--- config.mk ---
export PLATFORM = sky130hd
export DESIGN_NAME = tone_sequencer
export DESIGN_NICKNAME = d
export VERILOG_FILES = /design/src/rtl/tone_sequencer.sv
export SDC_FILE = /design/constraint.sdc
export NUM_CORES = 1
export LEC_CHECK = 0
export ABC_AREA = 1
export CAP_MARGIN = 10
export CORE_ASPECT_RATIO = 1.1
export CORE_UTILIZATION = 61
export CTS_CLUSTER_SIZE = 25
export DETAILED_ROUTE_END_ITERATION = 7
export PLACE_DENSITY_LB_ADDON = 0.3
export SLEW_MARGIN = 20
export SYNTH_ARGS = -nofsm -noshare
export SYNTH_HDL_FRONTEND = slang
export SYNTH_SLANG_ARGS = --single-unit
--- constraint.sdc ---
create_clock -name clk -period 2.6 [get_ports clk]
set_input_delay 0.26 -clock clk [delete_from_list [all_inputs] [get_ports clk]]
set_output_delay 0.26 -clock clk [all_outputs]
set_load 0.005 [all_outputs]
--- src/rtl/tone_sequencer.sv ---
// tone_sequencer: steps through a note table of {phase step, duration} entries,
// driving an oscillator step/enable for each note's duration in ticks.
module tone_sequencer #(
   parameter int NOTES    = 16,
   parameter int TICK_DIV = 48000,
   parameter int DUR_W    = 16,
   localparam int IW      = $clog2(NOTES),
   localparam int TW      = $clog2(TICK_DIV)
) (
   input  logic             clk,
   input  logic             rst,
   input  logic             start,
   input  logic             stop,
   input  logic             loop,
   input  logic             wr_en,
   input  logic [IW-1:0]    wr_addr,
   input  logic [7:0]       wr_step,
   input  logic [DUR_W-1:0] wr_dur,
   output logic [7:0]       step,
   output logic             voice_en,
   output logic             busy,
   output logic             done,
   output logic [IW-1:0]    cur_idx
);
   typedef enum logic [2:0] {IDLE, FETCH, EVAL, PLAY, DONE} state_t;
   state_t             state_q;
   logic [DUR_W+7:0]   mem [NOTES];
   logic [DUR_W+7:0]   rd_q;
   logic [7:0]         step_q;
   logic               voice_q, done_q;
   logic [IW-1:0]      idx_q;
   logic [TW-1:0]      tick_q;
   logic [DUR_W-1:0]   dur_q;
   logic [7:0]         rd_step;
   logic [DUR_W-1:0]   rd_dur;
   logic               tick, last_idx;
   assign rd_step  = rd_q[DUR_W+7:DUR_W];
   assign rd_dur   = rd_q[DUR_W-1:0];
   assign tick     = tick_q == TW'(TICK_DIV - 1);
   assign last_idx = idx_q == IW'(NOTES - 1);
   assign step     = step_q;
   assign voice_en = voice_q;
   assign done     = done_q;
   assign busy     = state_q != IDLE;
   assign cur_idx  = idx_q;
   // idx only changes on the FETCH entry edge, so rd_q holds the fetched entry in EVAL
   always_ff @(posedge clk) begin
      if (wr_en) mem[wr_addr] <= {wr_step, wr_dur};
      rd_q <= mem[idx_q];
   end
   always_ff @(posedge clk) begin
      if (!rst || stop) begin
         state_q <= IDLE;
         step_q  <= '0;
         voice_q <= 1'b0;
         done_q  <= 1'b0;
         idx_q   <= '0;
         tick_q  <= '0;
         dur_q   <= '0;
      end else begin
         done_q <= 1'b0;
         case (state_q)
            IDLE: if (start) begin
               state_q <= FETCH;
               idx_q   <= '0;
            end
            FETCH: state_q <= EVAL;
            EVAL: if (rd_dur != '0) begin
               dur_q   <= rd_dur;
               tick_q  <= '0;
               step_q  <= rd_step;
               voice_q <= rd_step != '0;
               state_q <= PLAY;
            end else if (loop && idx_q != '0) begin
               idx_q   <= '0;
               state_q <= FETCH;
            end else begin
               state_q <= DONE;
               done_q  <= 1'b1;
               step_q  <= '0;
               voice_q <= 1'b0;
               idx_q   <= '0;
            end
            PLAY: begin
               tick_q <= tick ? '0 : tick_q + 1'b1;
               if (tick) begin
                  dur_q <= dur_q - 1'b1;
                  if (dur_q == DUR_W'(1)) begin
                     if (!last_idx) begin
                        idx_q   <= idx_q + 1'b1;
                        state_q <= FETCH;
                     end else if (loop) begin
                        idx_q   <= '0;
                        state_q <= FETCH;
                     end else begin
                        state_q <= DONE;
                        done_q  <= 1'b1;
                        step_q  <= '0;
                        voice_q <= 1'b0;
                        idx_q   <= '0;
                     end
                  end
               end
            end
            DONE: state_q <= IDLE;
            default: state_q <= IDLE;
         endcase
      end
   end
endmodule

==> metrics.md, run 1 <==
| Metric | Value |
|---|---|
| Outcome | `finished clean` |
| Final HPWL DP | `26,400 microns` |
| Yosys top cell by area | `edfxtp_1` |
| Worst setup EP type | `primary output` |
| CP max FO | `49` |
| Die Area | `0.0309 sq mm` |
| Tightest Pin Transition | `0.989 ns` |
| First-pass GRT wire length | `approximately 67,000 microns` |
| Storage cell area | `0.0130 sq mm` |
| Sink Count | `457` |
| Yosys warns | `0` |
| Vias | `around 13,000` |
| Min-delay worst type | `reg2reg` |
| Average wire per standard cell | `21.3 microns` |
| Final Wtd Congestion | `0.860` |
| Clk_lat worst skew | `0.55 ns` |
| Layout cells sized above 1 | `roughly 9.9%` |
| Max VDD drop | `0.585 mV` |
| Slowest stage delay, CP | `0.60 ns` |
| Post-synth top area share | `a little over three fifths` |
| Starting density of the core | `62.2%` |
| Post-synthesis sequential area ratio | `70.5%` |
| CP startpoint | `cur_idx[1]` |
| CP max stage cell | `clkdlybuf4s50_1` |
| Row count | `66` |
| Most frequent cell after synthesis | `edfxtp_1` |
| Mapped cell area | `approximately 0.018 sq mm` |
| Fillers | `1,980` |
| Synth cell count leaders | `edfxtp_1, nor2_1, o21ai_0, nand2_1, o22ai_1` |
| Die Ht | `184 microns` |
| Initial DRT Pass Iterations | `6` |
| CP startpoint kind | `register` |
| IO Port Bufs | `48` |
| Setup CP Type | `reg2out` |
| Max Clock Freq | `between 0.4 and 0.5 GHz` |
| Setup tns final | `0 ns` |
| Worst Hold Launch | `step[7]` |
| RSZ-0062 raised after global routing | `no` |
| Clock-pin slew on the worst setup and hold paths | `0.06 ns` |
| Final Hold Viols | `0` |
| CP required | `2.34 ns` |
| CTS tree | `yes` |
| Drt total wl | `44,100 microns` |
| Largest delay contributor family on the critical path | `buffers and inverters` |
| Slew Limit Fails | `0` |
| Post-CTS sizing | `0` |
| Largest net degree at the start of global routing | `150` |
| Fraction of registers with async set/reset | `0%` |
| H-tree Lvls | `2` |
| Final period util | `between 80% and 90%` |
| Pwr/cell area | `between 700 and 800 mW/mm^2` |
| Synth unique cells | `44` |
| R2R Path Start | `cur_idx[1]` |
| Syn Inst Count | `1,619` |
| Nets | `between 1,500 and 2,000` |
| Initial antenna violation count | `2` |
| Global route total overflow | `0` |
| Clock tree buffer depth | `3` |
| Worst Skew | `approximately 0.021 ns` |
| Top-Level Pins | `49` |
| DIE WIDTH | `168 microns` |
| Setup bufs post-CTS | `0` |
| CORE AREA | `0.0296 sq mm` |
| CTS buffer count | `44` |
| Hold_ws | `just under 0.5 ns` |
| Rel. slew slack | `34.0%` |
| Top_reg_cell synth | `edfxtp_1` |
| Tmin final | `2.18 ns` |
| Area of the multi-input gates | `roughly 0.0049 sq mm` |
| #FFs+latches synth | `~460` |
| Detail Route Antenna Nets | `0` |
| Hold-fix buffers, CTS | `0` |
| Syn avg cell area | `11.4 sq um` |
| Area contributors post-synth | `edfxtp_1, dfxtp_1, nor2_1` |
| Root buffer cell | `clkbuf_16` |
| Iteration-0 DRC Markers | `about 1,400` |
| CP arrival | `1.92 ns` |
| Crit-path cells | `buf_4 -> clkdlybuf4s50_1` |
| Final setup fails | `0` |
| Post-Syn Nets | `1,658` |
| DRC Markers | `0` |
| Area growth syn-to-layout | `13.4%` |
| CP bufs+invs | `2` |
| Total GRT Usage | `29.0%` |
| Vias in the first global route | `12,300` |
| Post-DR vias/cell | `about 6.2` |
| Leakage power | `7.13 nW` |
| Number of flops mapped to enable cells by yosys | `384` |
| # Max-Cap Violations | `0` |
-- layout by cell type (no fill, tap or decap), drive strengths merged, types with 2 or more instances in the layout --
cell type	Yosys	final
nor2	302	302
ha	5	5
o21ai	224	224
inv	61	61
nand3b	2	2
nor3	9	9
nand3	53	53
edfxtp	384	384
nand2	231	231
xor2	4	4
a21boi	2	2
clkinv	3	24
bufinv	0	2
or2	3	3
o21a	2	2
a31oi	2	2
nand4	37	37
o22ai	97	97
dfxtp	73	73
buf	33	35
clkbuf	51	53
clkdlybuf4s50	0	48
a21oi	35	35
clkinvlp	0	3
mux2i	2	2
-- power breakdown --
part	internal, mW	switching, mW
Combinational	0.251	0.583
Clock	3.52	2.68
Sequential	8.10	0.0511
-- cell families after synthesis --
kind of cell | synth area share [%]
AND/OR/NAND/NOR | 14.6
flip-flops | 70.5
AO/OA/AOI/OAI | 10.8
buffers and inverters | 3.47
adder cells (fa/ha/maj) | 0.339
XOR/XNOR | 0.190
multiplexers | 0.109
-- metal layers --
metal / up-vias / routed length, microns / track usage (%)
met2: 707 / 21100 / 47.4
met4: 0 / 1520 / 11.6
met1: 6173 / 16800 / 38.1
met5: - / 0 / 0
met3: 107 / 4700 / 6.12
li1: 5852 / - / -
-- worst register-to-register path, delay by kind of cell, from the launching register on --
kind                       cells  cell delay [ns]
adders and majority gates      1             0.31
and+or+nand+nor                5             0.48
buffers and inverters          1             0.45
AOI/OAI and AO/OA              2             0.33
DFF                            1             0.34
-- state kept, by name, indices dropped and copies added (netlist names) --
register,flops
mem,384
rd_q,24
dur_q,16
tick_q,16
step,8
cur_idx,4
state_q,3
done,1
voice_en,1
-- final cells by class --
| cell class | count | share of cell area [%] |
|---|---|---|
| Sequential cell | 457 | 62.2 |
| Multi-Input combinational cell | 1014 | 23.5 |
| Clock buffer | 53 | 5.78 |
| Timing Repair Buffer | 83 | 4.03 |
| Tap cell | 374 | 2.24 |
| Inverter | 64 | 1.22 |
| Clock inverter | 26 | 1.00 |
| Antenna cell | 1 | 0.0120 |
-- per-stage QoR --
| step | setup WS, ns | total power [mW] | instance area (sq um) | cells | util (%) |
|---|---|---|---|---|---|
| floorplan | 0.602 | 8.75 | 18400 | 1619 | - |
| global placement | 0.547 | 9.09 | 19500 | 1992 | 65.7 |
| detailed placement | 0.492 | 9.12 | 19500 | 1992 | 65.7 |
| CTS | 0.400 | 15.2 | 20900 | 2071 | 70.5 |
| global route | 0.363 | 15.6 | 20900 | 2071 | 70.5 |
| finish | 0.422 | 15.2 | 20900 | 2072 | 70.5 |
-- final timing paths --
path	end	slack, ns	cells past startpoint
hold / removal	step[7]	0.48	2
setup / recovery	cur_idx[1]	0.42	2
hold reg to reg	step[7]	0.48	2
setup reg to reg	step[0]	0.57	9
(Power assumes the default switching activity.)
==> inputs of run 2 (changes only) <==
==> constraint.sdc (replaced) <==
create_clock -name clk -period 2.1 [get_ports clk]
set_input_delay 0.21 -clock clk [delete_from_list [all_inputs] [get_ports clk]]
set_output_delay 0.21 -clock clk [all_outputs]
set_load 0.005 [all_outputs]
==> run 2 against run 1 <==
  * Utilization rose by 1.2 points
  * Register-to-register slack worse by 0.29 ns
  * Wire length grew 0.27%
  * Clock-buffer cell count increased by 5
  * Via count increased by 0.30%
  * Largest power group unchanged
  * Highest routed layer unchanged
==> metrics.md, run 2 (synthesized netlist as in run 1, its figures left out) <==
| Metric | Value |
|---|---|
| Die Area | `0.0309 sq mm (unchanged)` |
| Most frequent cells in the layout | `edfxtp_1, nor2_1, o21ai_0` |
| Average wire per standard cell | `21.2 microns (-0.35%)` |
| CP required | `1.89 ns (-0.45 ns)` |
| Global route total overflow | `0 (unchanged)` |
| Fillers | `1,892 (-4.4%)` |
| Pint | `15.1 mW (+27%)` |
| Antenna diode instance count | `0 (-1)` |
| Post-DR vias/cell | `6.18 (-0.32%)` |
| Detail Route Antenna Nets | `0 (unchanged)` |
| Reg2reg end | `rd_q[13]` |
| Setup bufs post-CTS | `0 (unchanged)` |
| Regs by FF count | `mem x384, rd_q x24` |
| CTS buffer count | `44 (unchanged)` |
| Cell area after placement | `0.0198 sq mm (+1.5%)` |
| Final setup fails | `0 (unchanged)` |
| Largest delay contributor family on the critical path | `buffers and inverters` |
| Area of the multi-input gates | `0.00492 sq mm (unchanged)` |
| IO Port Bufs | `48 (unchanged)` |
| Root buffer cell | `clkbuf_16` |
| Nets | `1,714 (+0.65%)` |
| Final Hold Viols | `0 (unchanged)` |
| Switching share of total power | `21.5% (-0.37 points)` |
| Vias | `12,900 (+0.30%)` |
| Pwr Total | `19.2 mW (+27%)` |
| Rel. slew slack | `47.1% (+13 points)` |
| Flop2flop setup slack | `0.28 ns (-0.29 ns)` |
| CORE AREA | `0.0296 sq mm (unchanged)` |
| Initial DRT Pass Iterations | `7 (+1)` |
| Storage cell area | `0.0130 sq mm (unchanged)` |
| Worst reg2reg path depth | `5 (-4)` |
| Post-layout instance area | `0.0213 sq mm (+1.7%)` |
| Top-Level Pins | `49 (unchanged)` |
| Row count | `66 (unchanged)` |
| Setup CP Type | `reg2out` |
| Comb power frac | `5.5% (about the same)` |
| Post-CTS sizing | `0 (unchanged)` |
| Leakage power | `7.25 nW (+1.7%)` |
| Sink Count | `457 (unchanged)` |
| Reg power frac | `52.5% (-1.2 points)` |
| Setup tns final | `0 ns (unchanged)` |
| Worst setup EP type | `primary output` |
| Sw power | `4.13 mW (+25%)` |
| Hold Path Depth | `2 (unchanged)` |
| # Max-Cap Violations | `0 (unchanged)` |
| RSZ-0062 raised after global routing | `no` |
| Clock power frac | `42.0% (+1.1 points)` |
| CP bufs+invs | `1 (-1)` |
| Max VDD drop | `0.792 mV (+35%)` |
| Iteration-0 DRC Markers | `1,653 (+20%)` |
| Starting density of the core | `62.2% (unchanged)` |
| Clock tree buffer depth | `3 (unchanged)` |
| Min-delay worst type | `in2reg` |
| Worst Skew | `0.0215 ns (+0.000632 ns)` |
| Clock-pin slew on the worst setup and hold paths | `0.07 ns (about the same)` |
| Layout cells sized above 1 | `10.2% (+0.33 points)` |
| Max reg flops | `384 (unchanged)` |
| Max Clock Freq | `~0.53 GHz` |
| Final Wtd Congestion | `0.877 (+2.0%)` |
| Initial antenna violation count | `0 (-2)` |
| Total GRT Usage | `29.1% (+0.18 points)` |
| CP arrival | `1.66 ns (-0.26 ns)` |
| DRC Markers | `0 (unchanged)` |
| Final HPWL DP | `25,900 microns (-1.8%)` |
| CP startpoint kind | `register` |
| Die Ht | `184 microns (unchanged)` |
| CP max FO | `9 (-82%)` |
| Area growth syn-to-layout | `15.4%` |
| Hold-fix buffers, CTS | `0 (unchanged)` |
| First-pass GRT wire length | `68,100 microns (+1.2%)` |
| CP max stage cell | `clkdlybuf4s50_1` |
| R2R Path Start | `cur_idx[1]` |
| DIE WIDTH | `168 microns (unchanged)` |
| Tmin final | `1.87 ns` |
| Vias in the first global route | `12,600 (+2.8%)` |
| Biggest register | `mem` |
| Largest net degree at the start of global routing | `97 (-35%)` |
| CTS tree | `yes` |
| Outcome | `finished clean` |
| Drt total wl | `44,200 microns (+0.27%)` |
| Pwr/cell area | `905 mW/mm^2 (+25%)` |
| Worst Hold Launch | `wr_dur[8]` |
| H-tree Lvls | `2 (unchanged)` |
| Most common cell after layout, fill and taps aside | `edfxtp_1` |
| Slowest stage delay, CP | `0.59 ns (about the same)` |
| Hold Path Sink | `mem[13][8]` |
| Clk_lat worst skew | `0.55 ns (about the same)` |
| Final period util | `between 80% and 90%` |
| Slew Limit Fails | `0 (unchanged)` |
| Crit-path cells | `clkdlybuf4s50_1` |
| Tightest Pin Transition | `0.790 ns (-0.199 ns)` |
==> run 2: cell types whose count changed in the layout (fill, tap and decap cells not counted), moves of 3 or more <==
cell and change:
clkinv_2 -6, clkinv_4 -3, clkbuf_1 +5, bufinv_16 +3, buf_4 -5, buf_12 +16
==> run 2: worst max-delay path by stage <==
stage | from | to | slack, ns | cells after the start
after floorplan | cur_idx[0] | step[0] | 0.10 | 13
after global placement | wr_addr[3] | mem[4][4] | 0.33 | 4
after detailed placement | wr_addr[3] | mem[5][5] | 0.31 | 4
after CTS | cur_idx[2] | cur_idx[2] | 0.21 | 1
after global routing | cur_idx[2] | cur_idx[2] | 0.14 | 1
final | cur_idx[2] | cur_idx[2] | 0.23 | 1
==> run 2: stage by stage <==
stage | worst slack (ns) | utilization [%] | std cells | hold WS (ns)
final | 0.229 | 71.7 | 2085 | 0.445
after global routing | 0.142 | 71.7 | 2085 | 0.451
after CTS | 0.210 | 71.7 | 2085 | 0.433
after detailed placement | 0.305 | 66.7 | 2003 | 0.472
after global placement | 0.326 | 66.7 | 2003 | 0.464
after floorplan | 0.102 | - | 1619 | 0.309
==> run 2: routing by layer <==
layer,share of wire [%],GRT usage (%),up-vias
met2,49,49.2,748
met5,0,0,-
met3,10,5.11,124
met1,38,37.9,6114
met4,3.3,11.2,0
li1,-,-,5892
==> run 2: final cells by class <==
cell class | count | area share [%]
well taps | 374 | 2.20
multi-input cells | 1014 | 23.1
clock inverters | 24 | 1.25
flip-flops and latches | 457 | 61.1
clock buffers | 58 | 5.77
repair buffers | 94 | 5.30
inverters | 64 | 1.20
==> run 2: power by group through the flow <==
stage	logic (mW)	clock network [mW]	registers [mW]
after floorplan	0.570	0	10.3
after global placement	1.01	0	10.3
after detailed placement	1.03	0	10.3
after CTS	1.05	8.14	10.1
after global routing	1.15	8.46	10.1
final	1.06	8.09	10.1
